### src/rtl/payment_collector_pkg.sv
// Shared types, constants and helpers for the payment collector front end.
// Defines the state encoding, note codes, money width and note/price decoding helpers.
package payment_collector_pkg;

    typedef enum logic [1:0] {
        ST_IDLE    = 2'd0,
        ST_COLLECT = 2'd1,
        ST_PAID    = 2'd2,
        ST_REFUND  = 2'd3
    } state_t;

    localparam logic [1:0] NOTE_10   = 2'd1;
    localparam logic [1:0] NOTE_20   = 2'd2;
    localparam int         MONEY_W   = 5;
    localparam int         MAX_MONEY = 30;

    function automatic logic [MONEY_W-1:0] note_value(input logic [1:0] code);
        logic [MONEY_W-1:0] value;
        case (code)
            NOTE_10: value = 5'd10;
            NOTE_20: value = 5'd20;
            default: value = 5'd0;
        endcase
        return value;
    endfunction

    function automatic logic note_is_legal(input logic [1:0] code);
        return (code == NOTE_10) || (code == NOTE_20);
    endfunction

    // A price is usable only if it is non-zero, affordable and payable in whole notes.
    function automatic logic price_is_legal(input logic [MONEY_W-1:0] p,
                                            input logic [MONEY_W-1:0] max_money,
                                            input logic [MONEY_W-1:0] unit);
        return (p != {MONEY_W{1'b0}}) && (p <= max_money) &&
               ((p % unit) == {MONEY_W{1'b0}});
    endfunction

endpackage

### src/rtl/payment_timeout_timer.sv
// Idle timer for the collect phase: counts enabled cycles and flags the last one.
// Saturates at its terminal count so the expired flag stays valid until cleared.
module payment_timeout_timer #(
    parameter int TIMEOUT_CYCLES = 1000,
    parameter int TIMER_W        = 10
) (
    input  logic clk,
    input  logic reset,
    input  logic clear,
    input  logic enable,
    output logic expired
);

    localparam logic [TIMER_W-1:0] LAST_COUNT = TIMER_W'(TIMEOUT_CYCLES - 1);

    logic [TIMER_W-1:0] count_r;

    // Idle-cycle counter; clear has priority over counting
    always_ff @(posedge clk) begin
        if (reset) begin
            count_r <= {TIMER_W{1'b0}};
        end else if (clear) begin
            count_r <= {TIMER_W{1'b0}};
        end else if (enable && (count_r != LAST_COUNT)) begin
            count_r <= count_r + {{(TIMER_W-1){1'b0}}, 1'b1};
        end else begin
            count_r <= count_r;
        end
    end

    assign expired = enable && (count_r == LAST_COUNT);

endmodule

### src/rtl/payment_collector.sv
// Payment collector: latches a price, accumulates 10/20 notes, then pays out change or refunds.
// FSM and accumulator live here; the idle timeout is delegated to payment_timeout_timer.
module payment_collector
    import payment_collector_pkg::*;
#(
    parameter int MAX_MONEY      = 30,
    parameter int NOTE_UNIT      = 10,
    parameter int TIMEOUT_CYCLES = 1000,
    parameter int TIMER_W        = 10
) (
    input  logic               clk,
    input  logic               reset,
    input  logic               start,
    input  logic [MONEY_W-1:0] price,
    input  logic               noteValid,
    input  logic [1:0]         noteCode,
    input  logic               cancel,
    input  logic               refundAck,
    output logic [MONEY_W-1:0] inputMoney,
    output logic               noteAccept,
    output logic               noteReject,
    output logic               badPrice,
    output logic               paid,
    output logic               refundReq,
    output logic [MONEY_W-1:0] refundMoney,
    output logic               busy
);

    localparam logic [MONEY_W-1:0] MAX_M   = MONEY_W'(MAX_MONEY);
    localparam logic [MONEY_W-1:0] UNIT    = MONEY_W'(NOTE_UNIT);
    localparam logic [MONEY_W:0]   MAX_SUM = (MONEY_W+1)'(MAX_MONEY);

    state_t             state_r;
    logic [MONEY_W-1:0] price_r;
    logic [MONEY_W:0]   sum_s;
    logic [MONEY_W-1:0] change_s;
    logic               in_collect_s;
    logic               pay_due_s;
    logic               note_fits_s;
    logic               accept_s;
    logic               start_ok_s;
    logic               timer_clear_s;
    logic               timer_expired_s;
    logic               refund_now_s;

    // The sum is one bit wider so a 20 on top of 20 is seen as overflow, not wrap.
    assign sum_s         = {1'b0, inputMoney} + {1'b0, note_value(noteCode)};
    assign note_fits_s   = note_is_legal(noteCode) && (sum_s <= MAX_SUM);
    assign start_ok_s    = price_is_legal(price, MAX_M, UNIT);
    assign in_collect_s  = (state_r == ST_COLLECT);
    assign pay_due_s     = (inputMoney >= price_r);
    assign change_s      = inputMoney - price_r;
    assign accept_s      = in_collect_s && noteValid && !pay_due_s && !cancel && note_fits_s;
    assign timer_clear_s = !in_collect_s || accept_s;
    assign refund_now_s  = cancel || (timer_expired_s && !accept_s);

    payment_timeout_timer #(
        .TIMEOUT_CYCLES (TIMEOUT_CYCLES),
        .TIMER_W        (TIMER_W)
    ) u_timer (
        .clk     (clk),
        .reset   (reset),
        .clear   (timer_clear_s),
        .enable  (in_collect_s),
        .expired (timer_expired_s)
    );

    // Transaction FSM with accumulator and registered outputs
    always_ff @(posedge clk) begin
        if (reset) begin
            state_r     <= ST_IDLE;
            price_r     <= {MONEY_W{1'b0}};
            inputMoney  <= {MONEY_W{1'b0}};
            refundMoney <= {MONEY_W{1'b0}};
            noteAccept  <= 1'b0;
            noteReject  <= 1'b0;
            badPrice    <= 1'b0;
            paid        <= 1'b0;
            refundReq   <= 1'b0;
            busy        <= 1'b0;
        end else begin
            noteAccept <= 1'b0;
            noteReject <= 1'b0;
            badPrice   <= 1'b0;
            paid       <= 1'b0;
            case (state_r)
                ST_IDLE: begin
                    noteReject <= noteValid;
                    if (start && start_ok_s) begin
                        price_r <= price;
                        state_r <= ST_COLLECT;
                        busy    <= 1'b1;
                    end else if (start) begin
                        badPrice <= 1'b1;
                    end
                end
                ST_COLLECT: begin
                    if (pay_due_s) begin
                        noteReject <= noteValid;
                        paid       <= 1'b1;
                        state_r    <= ST_PAID;
                    end else begin
                        if (accept_s) begin
                            inputMoney <= sum_s[MONEY_W-1:0];
                            noteAccept <= 1'b1;
                        end else begin
                            noteReject <= noteValid;
                        end
                        // Nothing collected means nothing to dispense: go straight home.
                        if (refund_now_s && (inputMoney == {MONEY_W{1'b0}})) begin
                            state_r <= ST_IDLE;
                            busy    <= 1'b0;
                        end else if (refund_now_s) begin
                            refundMoney <= inputMoney;
                            refundReq   <= 1'b1;
                            state_r     <= ST_REFUND;
                        end
                    end
                end
                ST_PAID: begin
                    noteReject <= noteValid;
                    if (change_s == {MONEY_W{1'b0}}) begin
                        inputMoney <= {MONEY_W{1'b0}};
                        state_r    <= ST_IDLE;
                        busy       <= 1'b0;
                    end else begin
                        refundMoney <= change_s;
                        refundReq   <= 1'b1;
                        state_r     <= ST_REFUND;
                    end
                end
                ST_REFUND: begin
                    noteReject <= noteValid;
                    if (refundReq && refundAck) begin
                        inputMoney  <= {MONEY_W{1'b0}};
                        refundMoney <= {MONEY_W{1'b0}};
                        refundReq   <= 1'b0;
                        state_r     <= ST_IDLE;
                        busy        <= 1'b0;
                    end
                end
                default: begin
                    state_r <= ST_IDLE;
                    busy    <= 1'b0;
                end
            endcase
        end
    end

endmodule

### config.mk
export PLATFORM = sky130hd
export DESIGN_NAME = payment_collector
export DESIGN_NICKNAME = d
export VERILOG_FILES = /design/src/rtl/payment_collector_pkg.sv /design/src/rtl/payment_timeout_timer.sv /design/src/rtl/payment_collector.sv
export SDC_FILE = /design/constraint.sdc
export NUM_CORES = 1
export LEC_CHECK = 0
export ABC_AREA = 1
export ABC_CLOCK_PERIOD_IN_PS = 3800
export CORE_ASPECT_RATIO = 0.7
export CORE_MARGIN = 1.5
export CORE_UTILIZATION = 50
export CTS_CLUSTER_DIAMETER = 40
export DETAILED_ROUTE_END_ITERATION = 10
export PLACE_DENSITY = 0.72
export RECOVER_POWER = 25
export SYNTH_ARGS = -nofsm -noshare
export SYNTH_HDL_FRONTEND = slang
export SYNTH_SLANG_ARGS = --single-unit
### constraint.sdc
create_clock -name clk -period 3.8 [get_ports clk]
set_clock_uncertainty 0.05 [all_clocks]
set_input_delay 0.38 -clock clk [delete_from_list [all_inputs] [get_ports clk]]
set_output_delay 0.38 -clock clk [all_outputs]
set_load 0.02 [all_outputs]
# After elaboration in Yosys (flattened, before gate mapping)

Cells that the tools add are included.

Equality and inequality tests: 17
Divide/modulo/power cells: 1
Bitwise gates (word level): 2
Add/sub/neg operators: 3
Reduce and logical (&&, ||, !) cells: 36
Magnitude comparators: 3
Muxes and demuxes: 35

Operators with widths:

| kind                                                                              | count |
|---|---|
| 5-bit 2-to-1 mux                                                                  | 8 |
| 5-bit one-hot mux with 3 select lines                                             | 2 |
| 5-bit zero test                                                                   | 3 |
| 1-bit 2-to-1 mux                                                                  | 14 |
| 1-bit logical AND                                                                 | 13 |
| 2-bit 2-to-1 mux                                                                  | 6 |
| 2-bit != test (second input constant)                                             | 6 |
| 10-bit by 1-bit adder with 10-bit output (second input constant)                  | 1 |
| 10-bit == test (second input constant)                                            | 1 |
| 10-bit != test (second input constant)                                            | 1 |
| 5-bit one-hot mux with 2 select lines                                             | 1 |
| 5-bit AND reduction                                                               | 2 |
| 3-bit OR reduction                                                                | 3 |
| 2-bit one-hot mux with 4 select lines                                             | 1 |
| 5-bit by 5-bit adder with 6-bit output                                            | 1 |
| 2-bit == test (second input constant)                                             | 3 |
| 6-bit by 5-bit less-or-equal comparator with 1-bit output (second input constant) | 1 |
| 2-bit by 1-bit != test with 1-bit output (second input constant)                  | 3 |
| 6-bit AND reduction                                                               | 1 |
| 5-bit >= comparator                                                               | 1 |
| 5-bit less-or-equal comparator (second input constant)                            | 1 |
| 5-bit by 4-bit remainder unit with 5-bit output (second input constant)           | 1 |
| 5-bit nonzero test                                                                | 1 |
| 5-bit subtractor                                                                  | 1 |
| 13 further kinds                                                                  | 21 |

Output and inout bits: 16
Bits in registers: 33
Input bits: 13

# Logic depth before layout (Yosys ltp)

Gate-level depths: netlist of run 1.

Word-level depth: 13
Mapped depth: 18
Depth with buffers taken out: 18

# By module

From an unflattened synthesis of run 1, not the netlist that was laid out.

Cells, all modules: 306
Area total of the unflattened synthesis: 2083.2 µm²

Modules (own cells, without submodules):

| module                | cells an instance | instances | area an instance (µm²) | sequential area each (µm²) |
|---|---|---|---|---|
| payment_collector     | 211               | 1         | 1460.2                 | 440.4 |
| payment_timeout_timer | 95                | 1         | 623.1                  | 200.2 |

# Worst setup path before layout of run 1

No wires, ideal clock.

Path type: register to register
Start: register inputMoney[1]
End: register refundMoney[1]
Required time: 3637 ps
Stages on the path, launching flop included: 17
Setup time: 113 ps
Path slack: 1654 ps
Path buffers: 0
Arrival: 1983 ps
Path through: dfxtp_1 -> ha_1 -> ha_1 -> nand2_1 -> inv_1 -> nor2_1 -> nand2_1 -> nand2_2 -> nand2_2 -> o21bai_2 -> nand2_1 -> nand2_1 -> nand2_2 -> nand2_2 -> inv_2 -> nor2_1 -> nor2_1

Cells in the longest elaborated chain, start to end: 11
Elaborated cells between the ends (all ways): 25
Those cells by class: add/sub: 2; order compare: 2; eq/ne: 4; mux: 5; reduce/logical: 12

Ends and longest elaborated chain:

| element                                                                                         | RTL line                 | source |
|---|---|---|
| from (decl)                                                                                     | payment_collector.sv:19  | `output logic [MONEY_W-1:0] inputMoney,` |
| from (signal assigned)                                                                          | payment_collector.sv:73  | `inputMoney <= {MONEY_W{1'b0}};` |
| from (signal assigned)                                                                          | payment_collector.sv:104 | `inputMoney <= sum_s[MONEY_W-1:0];` |
| from (signal assigned)                                                                          | payment_collector.sv:123 | `inputMoney <= {MONEY_W{1'b0}};` |
| parallel branches: the longest is 11 deep, another holds 5-bit by 5-bit adder with 6-bit output | --                       |  |
| to (signal assigned)                                                                            | payment_collector.sv:74  | `refundMoney <= {MONEY_W{1'b0}};` |
| to (signal assigned)                                                                            | payment_collector.sv:114 | `refundMoney <= inputMoney;` |
| to (signal assigned)                                                                            | payment_collector.sv:127 | `refundMoney <= change_s;` |
| to (decl)                                                                                       | payment_collector.sv:25  | `output logic [MONEY_W-1:0] refundMoney,` |

Several ways; the timed one is not identified. The select of a mux whose other input is x is not followed.
A chain may end at the register's enable or synchronous reset.

# Final worst setup path of run 1

Start: input port noteCode[0]
End: register inputMoney[4]

Cells in the longest elaborated chain, start to end: 8
Elaborated cells between the ends (all ways): 13
Those cells by class: add/sub: 1; order compare: 1; eq/ne: 3; mux: 4; reduce/logical: 4

Ends and longest elaborated chain:

| element                                                                   | RTL line                                                 | source |
|---|---|---|
| from (decl)                                                               | payment_collector.sv:16                                  | `input logic [1:0] noteCode,` |
| 2-bit == test or 2-bit by 1-bit == test with 1-bit output (tied branches) | payment_collector_pkg.sv:19, payment_collector_pkg.sv:28 |  |
| 5-bit one-hot mux with 2 select lines                                     | payment_collector_pkg.sv:19                              | `case (code)` |
| 5-bit by 5-bit adder with 6-bit output                                    | payment_collector.sv:47                                  | `assign sum_s = {1'b0, inputMoney} + {1'b0, note_value(noteCode)};` |
| 6-bit by 5-bit less-or-equal comparator with 1-bit output                 | payment_collector.sv:48                                  | `assign note_fits_s = note_is_legal(noteCode) && (sum_s <= MAX_SUM);` |
| 1-bit logical AND                                                         | payment_collector.sv:48                                  |  |
| 1-bit logical AND                                                         | payment_collector.sv:53                                  | `assign accept_s = in_collect_s && noteValid && !pay_due_s && !cancel && note_fits_s;` |
| 2-bit by 1-bit != test with 1-bit output (no line)                        | --                                                       |  |
| 5-bit AND reduction (no line)                                             | --                                                       |  |

Several ways; a longest one is shown, not always the timed one. The select of a mux whose other input is x is not followed.

==> results.md, run 1 <==
* Outcome: finished clean
* Setup tns final at 0 ns
* Cell Rows at 19
* Hold Crit Class: reg -> reg
* IO buf count at 27
* CP startpoint kind: input pin
* Placed Area at ~2300 um^2
* Layout cells sized above 1 at approximately 8.4%
* Number of distinct library cells after synthesis at 31
* Initial core utilization at about half
* Post-CTS setup buffers at 0
* Placed Cells incl. Taps at roughly 380
* Pleak at ~1.1 nW
* Fin cells at ~380
* Buf+Inv Stages, Crit Path at 3
* Via density at roughly 5
* Most used cell, CP: nand2_1
* Crit path capture type: register
* Synthesis warning total at 0
* Vias in the first global route at between 1500 and 2000
* Initial antenna violation count at 0
* GR peak layer: met1
* Slowest CP cell: clkdlybuf4s50_1
* Clock Path Buffers at 2
* Num CTS Buffers at 5
* Final hold violation count at 0
* Hpwl dp at 3410 um
* PwrDens at approximately 360 nW/um^2
* GP Congestion at approximately 0.87
* Worst path arrival time at about 2.7 ns
* Die ar. at between 4000 and 5000 um^2
* Cell taking the most area after synthesis: dfxtp_1
* Cells after synthesis at roughly 300
* Unrepaired setup endpoints after global routing: no
* GR Layer Usage met1 at about a third
* # IOs at 29
* Hold slack at 0.414 ns
* Final setup fails at 0
* Post-synth top flop: dfxtp_1
* TritonCTS Sinks at 32
* Final WL at around 4500 um
* Mapped cell area at between 2000 and 2500 um^2
* Initial DRC count at ~110
* Syn Area/Cell at between 6 and 7 um^2
* CTS tree: done
* Critical path required time at approximately 3.9 ns
* Post-route cell area at about 2400 um^2
* Clk pin slew, worst setup/hold paths at approximately 0.060 ns
* Max Cap Viol at 0
* CP Cell Sequence: clkdlybuf4s50_1, inv_1, ha_1, xor2_1, ha_1, inv_1, nand2_1, nand2_1, nand2_1, nand2_1, nand2_2, nor2_2, nor2_2, nor2_2, nand2_2, nand2_1, nand2_1, a21oi_1
* Wire length per cell at 11.6 um
* GRT Util Overall at around 22%
* Sequential share of the synthesized area at about a third
* Highest clock rate at ~0.40 GHz
* Dpl ws at 1.03 ns
* Max-slew violations at 0
* Met3 usage at between 5 and 6%
* Ys async rst share at 0%
* Largest stage delay, worst path at around 0.48 ns
* Cts hold-fix bufs at 0
* Antenna Nets Post-Route at 0
* Synth area leaders: dfxtp_1, nand2_1, inv_1
* Largest net degree at the start of global routing at 13
* 1st-pass router iterations at 4
* Gr ovfl total at 0
* Worst skew pair latency at around 0.27 ns
* Max rail drop VDD at ~0.20 mV
* Number of enable flip-flop cells after synthesis at 0
* Area Overhead vs Synth at 22.0%
* Diodes inserted at 0
* Min Clock Period, post-route at ~2.5 ns
* Fill cells at around 360
* First-pass GRT wire length at roughly 7600 um
* DR DRC count at 0
* Critical path class: in -> reg
* Yosys top cell area share at roughly a third
* Most frequent cells in the layout: nand2_1, inv_1, nor2_1, dfxtp_1, a21oi_1
* Tcrit/Tclk final at 66.0%
* Core ar. at 3870 um^2
* Root Driver: clkbuf_8
* Most common cell after layout, fill and taps aside: nand2_1
* Synthesis-stage register bit count at 32
* Post-cts resize count at 0
* Worst Path Max Fanout at 6
* Vias at approximately 1900
* # nets final at between 300 and 400
* Post-synth net total at 328
* Die W at around 80 um
* Die H at 56.0 um
* Met2 Use GR at 28.4%
* H-tree depth at 2
* Crit path max-delay family: simple AND/OR/NAND/NOR gates
* Final WS setup at approximately 1.3 ns
-- report_power, final --
| part | switching [mW] | internal [mW] | total [mW] |
|---|---|---|---|
| sequential | 0.00946 | 0.348 | 0.358 |
| clock | 0.121 | 0.231 | 0.353 |
| combinational | 0.103 | 0.0715 | 0.175 |
-- through the flow --
stage | util, % | power, mW
2_1_floorplan | - | 0.482
3_3_place_gp | 59.9 | 0.539
3_5_place_dp | 59.9 | 0.540
4_1_cts | 63.2 | 0.894
5_1_grt | 63.2 | 0.934
6_report | 63.2 | 0.885
-- final cells by class --
type	instances	area, um^2	area share [%]
Clock buffer	7	96.3	3.93
Sequential cell	32	641	26.2
Inverter	54	203	8.28
Clock inverter	1	30.0	1.23
Multi-Input combinational cell	211	1140	46.7
Timing Repair Buffer	27	270	11.0
Tap cell	52	65.1	2.66
-- cells by family (layout without fill, tap and decap cells) --
family / after synthesis / after routing / synth area share (%)
flip-flops: 32 / 32 / 31.9
XOR/XNOR: 9 / 9 / 3.93
AO/OA/AOI/OAI: 36 / 36 / 9.79
adder cells (fa/ha/maj): 14 / 14 / 9.10
other: 1 / 1 / 0.187
buffers and inverters: 58 / 89 / 11.1
AND/OR/NAND/NOR: 151 / 151 / 34.0
-- final timing paths --
| path | from | slack (ns) | end | cells after the start |
|---|---|---|---|---|
| worst max-delay path | noteCode[0] | 1.29 | inputMoney[4] | 18 |
| worst min-delay path | price_r[2] | 0.41 | price_r[2] | 2 |
| worst max register to register | inputMoney[1] | 1.49 | refundMoney[3] | 15 |
| worst min register to register | price_r[2] | 0.41 | price_r[2] | 2 |
-- state kept, by name, summed over array words and instances (netlist names) --
| signal | cells |
|---|---|
| noteAccept | 1 |
| price_r | 5 |
| paid | 1 |
| refundMoney | 5 |
| state_r | 2 |
| noteReject | 1 |
| busy | 1 |
| inputMoney | 4 |
| u_timer.count_r | 10 |
| refundReq | 1 |
| badPrice | 1 |
-- tightest hold or removal path, stage by stage (launching register included) --
cell,delay [ns]
dfxtp_1,0.30
inv_1,0.06
a21oi_1,0.06
-- synthesized netlist by cell type (all sizes together), types with 2 or more instances --
cell type  instances
nand2             74
inv               54
nor2              38
dfxtp             32
a21oi             21
nand3             16
ha                13
nor3              10
o21ai              9
xor2               8
nand3b             6
nand4              3
buf                2
clkbuf             2
nor4               2
o22ai              2
-- routing by layer --
metal  vias to the layer above  share of wire (%)
met2                        52                 37
li1                       1004                  -
met4                         0               0.52
met5                         -                  0
met1                       825                 56
met3                         4                7.0
Power figures use the tool's default switching activity.
==> inputs of run 2 (changes only) <==
--- a/config.mk
+++ b/config.mk
@@ -6,7 +6,7 @@
 export NUM_CORES = 1
 export LEC_CHECK = 0
 export ABC_AREA = 1
-export ABC_CLOCK_PERIOD_IN_PS = 3800
+export ABC_CLOCK_PERIOD_IN_PS = 2420
 export CORE_ASPECT_RATIO = 0.7
 export CORE_MARGIN = 1.5
 export CORE_UTILIZATION = 50
==> constraint.sdc (replaced) <==
create_clock -name clk -period 2.42 [get_ports clk]
set_clock_uncertainty 0.05 [all_clocks]
set_input_delay 0.242 -clock clk [delete_from_list [all_inputs] [get_ports clk]]
set_output_delay 0.242 -clock clk [all_outputs]
set_load 0.02 [all_outputs]
==> run 2 against run 1 <==
  * Setup slack worse by 1.2 ns
  * Worst hold slack better by 0.0057 ns
  * Sequential power up 57%
  * Clock power up 10%
  * Global-route usage up 0.42 points
  * First-iteration DRC count up 21%
  * Routed wire length up 9.4%
  * Combinational power up 67%
  * Largest power group unchanged
  * Highest routed layer is now met3
==> results.md, run 2 (synthesis results as in run 1) <==
* Fin cells at approximately 390
* Die ar. at roughly 4400 um^2
* Die H at around 56 um
* Layout cells sized above 1 at around 13%
* Final WL at 4870 um
* Util after Layout at 64.7%
* Highest clock rate at 0.433 GHz
* Diodes inserted at 0
* Antenna Nets Post-Route at 0
* GP Congestion at ~0.85
* Core ar. at 3870 um^2
* Met3 usage at 5.74%
* Tcrit/Tclk final at 95.4%
* Max-slew violations at 0
* Fill cells at ~380
* Max Cap Viol at 0
* Area Overhead vs Synth at 24.9%
* Worst path arrival time at between 2 and 2.5 ns
* Pleak at 1.12 nW
* CP startpoint kind: input pin
* Setup tns final at 0 ns
* Critical path class: in -> reg
* GR Layer Usage met1 at between 30% and 40%
* Die W at slightly below 80 um
* GR peak layer: met1
* GRT Util Overall at about 22%
* Vias at just under 2000
* DR DRC count at 0
* Cell Rows at 19
* Final setup fails at 0
* Worst skew pair latency at roughly 0.28 ns
* Largest net degree at the start of global routing at 13
* Initial DRC count at about 130
* Root Driver: clkbuf_8
* Placed Cells incl. Taps at between 300 and 400
* Clk pin slew, worst setup/hold paths at 0.07 ns
* TritonCTS Sinks at 32
* Via density at 4.96
* Hold Crit Class: reg -> reg
* Initial antenna violation count at 0
* Met2 Use GR at 28.7%
* Gr ovfl total at 0
* Overall Power at between 1 and 1.5 mW
* Hpwl dp at approximately 3500 um
* # nets final at 367
* Hold slack at roughly 0.42 ns
* Register area at 643 um^2
* CTS tree: done
* # IOs at 29
* First-pass GRT wire length at 7630 um
* H-tree depth at 2
* 1st-pass router iterations at 4
* Outcome: finished clean
* Max rail drop VDD at 0.319 mV
* Vias in the first global route at roughly 1600
* Crit path capture type: register
* IO buf count at 27
* Biggest register: u_timer.count_r
* Area of the multi-input gates at between 1000 and 1500 um^2
* Most common cell after layout, fill and taps aside: nand2_1
* Largest register FFs at 10
* Critical path required time at between 2 and 3 ns
* Initial core utilization at ~52%
* Wire length per cell at around 12 um
* PwrDens at about 500 nW/um^2
* Final hold violation count at 0
* Clock Path Buffers at 2
* Num CTS Buffers at 5
* Cts hold-fix bufs at 0
* Most frequent cells in the layout: nand2_1, inv_1, nor2_1, dfxtp_1, a21oi_1
* Largest regs: u_timer.count_r x10, price_r x5, refundMoney x5
* Worst Path Max Fanout at 5
* Min Clock Period, post-route at 2.31 ns
run 2: routing by layer:
layer	vias to the layer above	part of all wire, %	routed length [um]
met2	72	40	1930
met1	846	53	2560
met4	0	0	0
met5	-	0	0
met3	0	7.9	384
li1	1028	-	-
run 2: where the power goes:
part	switching, mW	internal (mW)
logic	0.169	0.122
clock network	0.193	0.195
registers	0.0152	0.547
run 2: final timing paths:
path | endpoint | slack, ns | start | cells after the start
worst min-delay path | price_r[2] | 0.42 | price_r[2] | 2
worst min register to register | price_r[2] | 0.42 | price_r[2] | 2
worst max register to register | refundMoney[4] | 0.18 | inputMoney[1] | 16
worst max-delay path | refundMoney[4] | 0.11 | noteCode[0] | 18
run 2: area by class of cell:
| class | instances | share of cell area [%] |
|---|---|---|
| Inverter | 54 | 8.08 |
| Timing Repair Buffer | 36 | 13.6 |
| Clock buffer | 6 | 2.89 |
| Tap cell | 52 | 2.59 |
| Multi-Input combinational cell | 211 | 47.0 |
| Sequential cell | 32 | 25.6 |
| Clock inverter | 1 | 0.200 |
run 2: timing repair:
item	CTS	global route
endpoints found under the setup margin	0	21
resized for setup	0	12
setup buffers	0	1
run 2: worst max-delay path, cell delays in order:
cell	delay, ns
clkdlybuf4s50_1	0.43
ha_1	0.24
ha_1	0.23
ha_2	0.20
inv_1	0.07
nand2_1	0.06
nand2_2	0.06
nand2_1	0.05
nand2_1	0.06
nand2_2	0.09
o21bai_4	0.16
nand2_2	0.08
nand2_1	0.07
nand2_2	0.08
nand2_2	0.09
inv_2	0.07
nor2_2	0.09
nor2_1	0.06
run 2: through the flow:
step           worst slack, ns  instance area [um^2]
4_1_cts                0.00720                  2460
2_1_floorplan            0.274                  2010
3_3_place_gp            -0.149                  2380
3_5_place_dp            -0.235                  2380
5_1_grt                -0.0119                  2510
6_report                 0.111                  2510
